===== config.mk =====
export PLATFORM = sky130hd
export DESIGN_NAME = vc_input_port
export DESIGN_NICKNAME = d
export VERILOG_FILES = /design/src/rtl/vc_input_port.sv
export SDC_FILE = /design/constraint.sdc
export NUM_CORES = 1
export LEC_CHECK = 0
export BUFFER_PORTS_ARGS = -buffer_cell sky130_fd_sc_hd__buf_2
export CAP_MARGIN = 20
export CORE_MARGIN = 10
export CORE_UTILIZATION = 45
export CTS_CLUSTER_SIZE = 24
export DETAILED_ROUTE_END_ITERATION = 7
export HOLD_SLACK_MARGIN = 0.03
export PLACE_DENSITY = 0.7
export SLEW_MARGIN = 40
export SYNTH_ARGS = -nofsm -noshare
export SYNTH_HDL_FRONTEND = slang
export SYNTH_SLANG_ARGS = --single-unit

===== constraint.sdc =====
create_clock -name clk -period 19.1 [get_ports clk]
set_input_delay 5.73 -clock clk [delete_from_list [all_inputs] [get_ports clk]]
set_output_delay 5.73 -clock clk [all_outputs]
set_load 0.05 [all_outputs]

===== src/rtl/vc_input_port.sv =====
// Multi-VC router input port: one flit FIFO and route-reservation FSM per VC,
// with a round-robin arbiter that forwards flits of granted VCs.
//
// state     | meaning
// S_IDLE    | no route held; waiting for a head flit at the FIFO front
// S_REQUEST | route requested from the front head flit; waiting for grant
// S_ACTIVE  | route held; flits forwarded until the tail is popped
module vc_input_port #(
    parameter int VC            = 4,
    parameter int DATA_WIDTH    = 32,
    parameter int TYPE_WIDTH    = 2,
    parameter int REQUEST_WIDTH = 2,
    parameter int FIFO_DEPTH    = 8,
    localparam int VCW          = $clog2(VC)
) (
    input  logic                        clk,
    input  logic                        rst,
    input  logic [DATA_WIDTH-1:0]       in_data,
    input  logic [VCW-1:0]              in_vc,
    input  logic                        in_valid,
    output logic [VC-1:0]               in_ready,
    output logic [DATA_WIDTH-1:0]       out_data,
    output logic [VCW-1:0]              out_vc,
    output logic                        out_valid,
    input  logic                        out_ready,
    output logic [VC-1:0]               route_req_valid,
    output logic [VC*REQUEST_WIDTH-1:0] route_req,
    input  logic [VC-1:0]               route_grant,
    output logic [VC-1:0]               route_relieve,
    output logic                        proto_err
);

    localparam int PW = $clog2(FIFO_DEPTH);
    localparam int CW = PW + 1;

    typedef enum logic [1:0] {S_IDLE, S_REQUEST, S_ACTIVE} state_t;

    state_t                state      [VC];
    state_t                state_next [VC];
    logic [DATA_WIDTH-1:0] mem        [VC][FIFO_DEPTH];
    logic [PW-1:0]         rd_ptr     [VC];
    logic [PW-1:0]         wr_ptr     [VC];
    logic [CW-1:0]         count      [VC];
    logic [DATA_WIDTH-1:0] front      [VC];
    logic [1:0]            ftype      [VC];

    logic [VC-1:0]  push, pop, empty, full, is_head, is_tail;
    logic [VC-1:0]  eligible, stray, relieve_next, relieve_q;
    logic [VCW-1:0] rr, sel;
    logic           any_eligible, handshake, proto_err_q;
    int             arb_idx;

    for (genvar v = 0; v < VC; v++) begin : g_vc
        assign front[v]    = mem[v][rd_ptr[v]];
        assign ftype[v]    = front[v][DATA_WIDTH-TYPE_WIDTH +: 2];
        assign empty[v]    = (count[v] == '0);
        assign full[v]     = (count[v] == CW'(FIFO_DEPTH));
        assign is_head[v]  = ~ftype[v][1];
        assign is_tail[v]  = (ftype[v] == 2'b00) || (ftype[v] == 2'b11);
        assign eligible[v] = (state[v] == S_ACTIVE) && !empty[v];
        assign stray[v]    = (state[v] == S_IDLE) && !empty[v] && !is_head[v];
        assign push[v]     = in_valid && (in_vc == VCW'(v)) && !full[v];
        assign pop[v]      = stray[v] || (handshake && (sel == VCW'(v)));
        assign route_req_valid[v] = (state[v] == S_REQUEST);
        assign route_req[v*REQUEST_WIDTH +: REQUEST_WIDTH] =
            (state[v] == S_REQUEST) ? front[v][REQUEST_WIDTH-1:0] : '0;
    end

    // Round-robin: first eligible VC at or after rr, wrapping modulo VC.
    always_comb begin
        sel          = '0;
        any_eligible = 1'b0;
        arb_idx      = 0;
        for (int i = 0; i < VC; i++) begin
            arb_idx = int'(rr) + i;
            if (arb_idx >= VC) arb_idx = arb_idx - VC;
            if (!any_eligible && eligible[arb_idx]) begin
                sel          = VCW'(arb_idx);
                any_eligible = 1'b1;
            end
        end
    end

    assign handshake = any_eligible && out_ready;
    assign out_valid = any_eligible;
    assign out_vc    = sel;
    assign out_data  = front[sel];
    assign in_ready  = ~full;

    always_comb begin
        for (int v = 0; v < VC; v++) begin
            state_next[v]   = state[v];
            relieve_next[v] = 1'b0;
            case (state[v])
                S_IDLE:    if (!empty[v] && is_head[v]) state_next[v] = S_REQUEST;
                S_REQUEST: if (route_grant[v]) state_next[v] = S_ACTIVE;
                S_ACTIVE: begin
                    if (pop[v] && is_tail[v]) begin
                        state_next[v]   = S_IDLE;
                        relieve_next[v] = 1'b1;
                    end
                end
                default:   state_next[v] = S_IDLE;
            endcase
        end
    end

    always_ff @(posedge clk) begin
        for (int v = 0; v < VC; v++) begin
            if (rst) state[v] <= S_IDLE;
            else     state[v] <= state_next[v];
        end
    end

    always_ff @(posedge clk) begin
        if (rst) begin
            for (int v = 0; v < VC; v++) begin
                rd_ptr[v] <= '0;
                wr_ptr[v] <= '0;
                count[v]  <= '0;
            end
        end else begin
            for (int v = 0; v < VC; v++) begin
                if (push[v]) wr_ptr[v] <= wr_ptr[v] + 1'b1;
                if (pop[v])  rd_ptr[v] <= rd_ptr[v] + 1'b1;
                if (push[v] && !pop[v])      count[v] <= count[v] + 1'b1;
                else if (!push[v] && pop[v]) count[v] <= count[v] - 1'b1;
            end
        end
    end

    // Flit storage needs no reset; occupancy is tracked by count.
    always_ff @(posedge clk) begin
        for (int v = 0; v < VC; v++) begin
            if (push[v]) mem[v][wr_ptr[v]] <= in_data;
        end
    end

    always_ff @(posedge clk) begin
        if (rst) begin
            rr          <= '0;
            relieve_q   <= '0;
            proto_err_q <= 1'b0;
        end else begin
            if (handshake) rr <= (sel == VCW'(VC-1)) ? '0 : sel + 1'b1;
            relieve_q   <= relieve_next;
            proto_err_q <= |stray;
        end
    end

    assign route_relieve = relieve_q;
    assign proto_err     = proto_err_q;

endmodule


# Yosys cells after proc, flatten, opt, wreduce, memory -nomap -nowiden
# Memory sizes are Yosys's and may differ from the RTL's.
# Cells that the tools add are included.
# W data, S select, Z words.
# word_totals
word_cells	373
n_memories	5
latchBits	0
input_bits	42
regBits	7
out_inout_bits	56
rom_bits	0
ram_bits	1072
# op_classes
shift	0
addsub	24
eq_ne	22
n_lt_le_gt_ge	21
mux	160
reduce_logical	97
bitwise	38
n_mul	0
div_mod_pow	0
# mem_list
memory	depth	width	read_ports	rd_ports_with_merged_regs	write_ports	line_no	source
mem	4	256	4	0	1	40	logic [DATA_WIDTH-1:0] mem [VC][FIFO_DEPTH];
count	4	4	4	0	4	43	logic [CW-1:0] count [VC];
rd_ptr	4	3	4	0	4	41	logic [PW-1:0] rd_ptr [VC];
wr_ptr	4	3	4	0	4	42	logic [PW-1:0] wr_ptr [VC];
state	4	2	4	0	4	38	state_t state [VC];
# op_table
cell	n
$mux W256	10
$reduce_or A256 Y1	3
$mux W32	18
$bmux W32 S3	4
$demux W32 S3	4
$lt A32 B4 Y1 const B	4
$mux W1	71
$bmux W32 S2	1
$mux W2	28
$logic_and A1 B1 Y1	48
$ge A4 B4 Y1 const B	8
$mux W4	8
$not A3 Y4	8
$add A3 B1 Y3 const B	8
$eq A2 B2 Y1 const B	12
$mux W3	8
$pmux W2 S3	4
$logic_not A2 Y1	10
$or A1 B1 Y1	20
$logic_not A1 Y1	19
$add A4 B1 Y4 const B	4
$eq A4 B4 Y1 const B	4
$logic_not A4 Y1	4
$lt A4 B1 Y1 const B	4
other kinds (16)	50

# Longest topological paths before layout
# Gate-level depths: netlist of the first run.
# depth
ltp_word	26
mapped_depth	16
depth_no_buf	15

# Worst setup path after synthesis of the first run
# OpenSTA, ideal clock, no wires.
# synth_timing
kind	input -> register
from	input port in_vc[0]
to	memory mem[0][100] (netlist name), enable pin
stages	4
n_path_buf	1
t_required_ns	18.587
slack_ns	8.841
setup_time_ns	0.513
t_arrival_ns	9.746
cell_sequence	nand2b_1 -> or3_1 -> clkbuf_1 -> nor4b_1
# synth_via
elab_chain_cells	9
elab_cells_between_ends	29
cone_classes	3 x eq/ne; 14 x mux; 12 x reduce/logical
# synth_rtl
item	line_no	source
start, declared	19	input logic [VCW-1:0] in_vc,
$eq A2 B1 Y1	62	assign push[v] = in_valid && (in_vc == VCW'(v)) && !full[v];
$logic_and A1 B1 Y1 (2 in series)	62	
$mux W1	135	if (push[v]) mem[v][wr_ptr[v]] <= in_data;
$mux W256 (not written as such)	135	
$reduce_or A256 Y1 (no line)	n/a	
$mux W2 (no line) or $mux W256 (tied branches) (3 in series)	n/a	
end, declared	40	
# Parallel ways exist; a longest one is shown, timed or not.

==> flow_metrics.tcl, run 1 <==
set metrics [dict create \
    drc 0 \
    critPathLaunchType "flip-flop" \
    synth_top_cell_area_share_pct 74.5 \
    routabilityCongestion 0.824 \
    setup_tns_ns 0 \
    die_area_mm2 0.108 \
    ctsResizeCount 0 \
    critPathMaxFanout 34 \
    slew_headroom_pct 42.9 \
    slowest_stage "buf_4" \
    ys_ff_latch 1079 \
    end_kind "output port" \
    wire_per_inst_um 28.2 \
    powerDensity_mw_per_mm2 143 \
    rsz0062_at_grt "false" \
    fmaxAchievable_mhz 101 \
    fin_util_pct 51.1 \
    vias 20900 \
    grt_overflow_total 0 \
    final.period_utilization_pct 51.8 \
    coreArea_mm2 0.0947 \
    area_growth_pct 12.9 \
    final_nets 2197 \
    synth_ff_type "edfxtp_1" \
    ff2ff_setup_slack_ns 14.22 \
    wl_mm 98.3 \
    drv_slew 0 \
    fin_skew_ns 0.0412 \
    antennaDiodeCount 0 \
    fin_total_pwr_mw 6.94 \
    critPathMaxStageDelay_ns 0.72 \
    via_per_inst 5.99 \
    insertion_delay_ns 0.69 \
    period_minus_slack_ns 9.89 \
    dp_slack_ns 9.76 \
    post_cts_buffers 0 \
    htree_levels 3 \
    track_usage_pct 18.2 \
    setup_viol 0 \
    yosysSeqAreaShare_pct 75.2 \
    synth.area.top_cells "edfxtp_1 75%, mux4_2 14%, mux2i_1 4.5%" \
    start_util_pct 45.3 \
    antenna_found_initial 5 \
    synth_largest_area_cell "edfxtp_1" \
    cts.sinks 1079 \
    place_area_mm2 0.0451 \
    fill_cells 7393 \
    critPathKind "reg2out" \
    path_clk_slew_ns 0.06 \
    drt_iter0_markers 2437 \
    status "finished, final reports clean" \
    netlist_instances 1984 \
    crit_buf_inv 3 \
    crit_family "multiplexers" \
    synth_edf_count 1064 \
    synthDistinctLibCells 66 \
    setup_ws_ns 9.21 \
    dr.pass1.iters 5 \
    ant_nets 0 \
    finalHoldViolCount 0 \
    vdd_ir_drop_max_v 0.000334 \
    min-delay-path-class "reg2reg" \
    die_y_um 329 \
    ys_async_sr_fraction_pct 0 \
    cts_tree "done" \
    ctsHoldBuffers 0 \
    design_area_mm2 0.0484 \
    cts_buffers 103 \
    worstPathArrival_ns 4.16 \
    rows 113 \
    cp.required_ns 13.37 \
    drive_gt1_share_pct 28.6 \
    grt_max_degree 66 \
    root_buffer "clkbuf_16" \
    crit_chain "buf_4 -> buf_4 -> mux4_2 -> mux2i_1 -> mux2i_1 -> mux2_2 -> buf_2" \
    avgSynthCellArea_um2 21.6 \
    leakage_nw 15.2 \
    dpl.hpwl_mm 54.3 \
    syn_area_mm2 0.0429 \
    yosysWarningCount 0 \
    die_x_um 329 \
    worst_pin_slew_ns 0.856 \
    syn_nets 2046 \
    numPortBuffers 97 \
    grt_pass1_wl_mm 145 \
    ioPinCount 98 \
    grt_pass1_vias 21200 \
    cap_violations 0 \
    clockBufferDepth 3 \
]
==> Yosys cell counts (all sizes together), types with 8 or more instances <==
master,count
edfxtp,1064
mux4,258
mux2i,193
clkbuf,57
buf,51
nor3,43
nand2,38
nor2,34
mux2,33
inv,23
nor4,19
ha,17
dfxtp,15
a21oi,13
nor3b,13
nand2b,11
xnor2,11
o21ai,10
nor4b,8
xor2,8
==> placed cells by master (no fill, tap or decap), types with 28 or more instances in the layout <==
master / Yosys / layout
buf_2: 30 / 97
buf_4: 11 / 55
clkbuf_16: 0 / 104
edfxtp_1: 1064 / 1064
mux2_2: 28 / 28
mux2i_1: 193 / 193
mux4_2: 258 / 258
nand2_1: 37 / 37
nor2_1: 34 / 30
nor3_1: 42 / 34
==> sequential cells by signal, summed over array words and instances (netlist names) <==
name,flops
count,16
mem,1024
proto_err,1
rd_ptr,12
route_relieve,4
rr,2
state,8
wr_ptr,12
==> per-stage QoR <==
step / hold slack, ns / cells
finish: 0.505 / 3485
global route: 0.526 / 3485
floorplan: 0.429 / 1984
global placement: 0.448 / 3294
detailed placement: 0.476 / 3295
CTS: 0.494 / 3485
==> cell type report <==
type	count	area [um2]	share of cell area, %
Sequential cell	1079	32300	66.6
Inverter	23	93.8	0.194
Clock inverter	64	637	1.32
Timing Repair Buffer	154	930	1.92
Tap cell	1265	1580	3.27
Multi-Input combinational cell	774	10200	21.1
Clock buffer	126	2690	5.55
==> kinds of logic (layout without fill, tap and decap cells) <==
logic type / Yosys count / after routing / synth area share (%)
buffers and inverters: 131 / 367 / 1.39
multiplexers: 484 / 484 / 18.9
AO/OA/AOI/OAI: 48 / 48 / 0.794
adder cells (fa/ha/maj): 20 / 20 / 0.636
flip-flops: 1079 / 1079 / 75.2
XOR/XNOR: 19 / 19 / 0.388
AND/OR/NAND/NOR: 203 / 203 / 2.66
==> routing by layer <==
layer  global-route usage, %  share of wire (%)  up-vias
met2                    28.6                 48     1004
met1                    26.1                 41    11100
met3                    3.41                8.7      152
li1                        -                  -     8585
met5                       0             0.0071        -
met4                    4.75                2.3        2
==> worst register-to-register path: cells and delay by family, from the launching register on <==
family / cells / cell delay [ns]
fa+ha+maj: 1 / 0.31
xor+xnor: 1 / 0.23
compound gates: 3 / 0.43
mux: 2 / 0.99
buf+inv: 2 / 1.29
flops: 1 / 0.33
simple gates: 5 / 1.00
==> power breakdown <==
part | switching, mW | total [mW] | internal, mW | leakage, nW
clock network | 0.863 | 2.01 | 1.15 | 1.63
registers | 0.0485 | 2.73 | 2.68 | 9.77
logic | 1.38 | 2.20 | 0.820 | 3.84
==> path summary, 6_finish.rpt <==
check                                   from                        end  depth (start not counted)
hold / removal      state[2][1]$_SDFFE_PP0P_   state[2][0]$_SDFFE_PP0P_                          1
setup / recovery  rd_ptr[3][0]$_SDFFCE_PN0P_               out_data[18]                          7
setup reg to reg  rd_ptr[1][0]$_SDFFCE_PN0P_  count[1][3]$_SDFFCE_PN0P_                         14
hold reg to reg     state[2][1]$_SDFFE_PP0P_   state[2][0]$_SDFFE_PP0P_                          1
Power figures use the tool's default switching activity.
==> inputs of run 2 (changes only) <==
Settings changed: ABC_AREA set to 1.
Clock period 19.1 ns to 9.15 ns, I/O delays scaled along.
==> run 2 against run 1 <==
- count of clock-buffer cells in the layout decreased by 3
- via count is 32% higher
- total power is 130% higher
- clock skew shrank 0.018 ns
- sequential share of layout area down 0.65 points
- critical endpoint is now out_data[17]
- largest power group is now combinational logic
==> flow_metrics.tcl, run 2 <==
set metrics [dict create \
    insertion_delay_ns 0.67 \
    cts.sinks 1079 \
    synth_largest_area_cell "edfxtp_1" \
    cts_buffers 103 \
    fmaxAchievable_mhz 139 \
    grt_overflow_total 0 \
    wire_per_inst_um 24.2 \
    numPortBuffers 97 \
    cap_violations 0 \
    drt_iter0_markers 3140 \
    critPathLaunchType "flip-flop" \
    ioPinCount 98 \
    wl_met3_mm 10.7 \
    fin_util_pct 51.3 \
    fin_skew_ns 0.0231 \
    status "finished, final reports clean" \
    final_nets 3327 \
    min-delay-path-class "reg2reg" \
    yosys-top-cells-count "1064 x edfxtp_1, 372 x nor2_1, 360 x o21ai_0" \
    powerDensity_mw_per_mm2 325 \
    drt-met1-wl_mm 44.7 \
    hold_slack_ns 0.467 \
    drive_gt1_share_pct 13.6 \
    root_buffer "clkbuf_16" \
    die_area_mm2 0.109 \
    final_common_cell "edfxtp_1" \
    vias 27500 \
    synth.area.top_cells "edfxtp_1 74%, o21ai_0 4.2%, nor2_1 3.2%" \
    drc 0 \
    critPathMaxFanout 31 \
    most-common-layout-cells "1064 x edfxtp_1, 359 x o21ai_0, 342 x nor2_1, 333 x nand2_1, 239 x a21oi_1" \
    instances_no_fill 4621 \
    synthDistinctLibCells 44 \
    largest_register_ffs 1024 \
    wl_mm 112 \
    syn_area_mm2 0.0434 \
    die_y_um 330 \
    coreArea_mm2 0.0953 \
    fin_total_pwr_mw 15.9 \
    avgSynthCellArea_um2 13.5 \
    via_per_inst 5.94 \
    synth_ff_type "edfxtp_1" \
    end_kind "output port" \
    vdd_ir_drop_max_v 0.000356 \
    area_growth_pct 12.7 \
    track_usage_pct 20.1 \
    ctsHoldBuffers 0 \
    path_clk_slew_ns 0.07 \
    routabilityCongestion 0.793 \
    antenna_found_initial 13 \
    die_x_um 330 \
    clockBufferDepth 3 \
    setup_viol 0 \
    final.period_utilization_pct 78.9 \
    finalHoldViolCount 0 \
    rows 113 \
    critPathKind "reg2out" \
    dp.cells 4425 \
    period_minus_slack_ns 7.22 \
    ant_nets 0 \
    yosysMostFrequentCell "edfxtp_1" \
    setup_ws_ns 1.93 \
    htree_levels 3 \
    ys_async_sr_fraction_pct 0 \
    ctsResizeCount 0 \
    syn_nets 3271 \
    synth_top_cell_area_share_pct 73.7 \
    leakage_nw 16.2 \
    design_area_mm2 0.0489 \
    cp.required_ns 6.41 \
    setup_tns_ns 0 \
    grt_pass1_wl_mm 167 \
    worstPathArrival_ns 4.47 \
    netlist_instances 3209 \
    post_cts_buffers 0 \
    slew_headroom_pct 45.7 \
    yosysSeqAreaShare_pct 74.4 \
    start_util_pct 45.5 \
    yosysWarningCount 0 \
    synth_edf_count 1064 \
    ys_ff_latch 1079 \
    place_area_mm2 0.0453 \
    dpl.hpwl_mm 62.9 \
    worst_pin_slew_ns 0.814 \
    grt_max_degree 96 \
    ff2ff_setup_slack_ns 5.03 \
    cts_tree "done" \
    grt_pass1_vias 26200 \
    dp_slack_ns 2.65 \
    top_layer "met5" \
    met2_length_mm 53.9 \
    dr.pass1.iters 6 \
    drv_slew 0 \
    rsz0062_at_grt "false" \
]
[run 2: cell type report]
cell class | instances | area (um2)
diodes | 4 | 10.0
clock buffers | 123 | 2670
clock inverters | 69 | 846
fillers | 7797 | 46400
inverters | 87 | 342
multi-input cells | 1827 | 10100
flip-flops and latches | 1079 | 32300
well taps | 1265 | 1580
repair buffers | 167 | 1030
[run 2: final timing paths]
check,startpoint,end,cells past startpoint
setup / recovery,rr[0]$_SDFFE_PP0P_,out_data[17],13
hold reg to reg,state[2][1]$_SDFFE_PP0P_,state[2][0]$_SDFFE_PP0P_,1
hold / removal,state[2][1]$_SDFFE_PP0P_,state[2][0]$_SDFFE_PP0P_,1
setup reg to reg,rd_ptr[0][1]$_SDFFCE_PN0P_,count[0][3]$_SDFFCE_PN0P_,19
[run 2: cells by family after synthesis]
family	after synthesis	share of synthesized area (%)
muxes	2	0.0462
xor gates and xnor gates	21	0.467
AOI/OAI and AO/OA	895	13.0
and+or+nand+nor	889	8.67
buffers and inverters	303	2.81
DFF	1079	74.4
adders and majority gates	20	0.629
[run 2: report_power, final]
group,switching [mW],internal [mW]
clock,1.83,2.58
sequential,0.0924,5.59
combinational,4.30,1.49
[run 2: metal layers]
metal  vias up  GRT usage [%]
met2      1375           33.2
met4        16           6.09
met1     13600           27.1
met5         -              0
met3       186           3.54
li1      12300              -
[run 2: worst max-delay path: stages, from the launching register on]
cell and delay [ns]:
dfxtp_1 0.63, inv_2 0.17, nand3_1 0.16, nand2_1 0.10
nand2_2 0.08, nand2_2 0.10, nand3_1 0.10, nand3_1 0.09
nand2_2 0.53, buf_4 0.41, nand2_1 0.09, buf_4 0.31
o221ai_1 0.61, buf_2 0.39
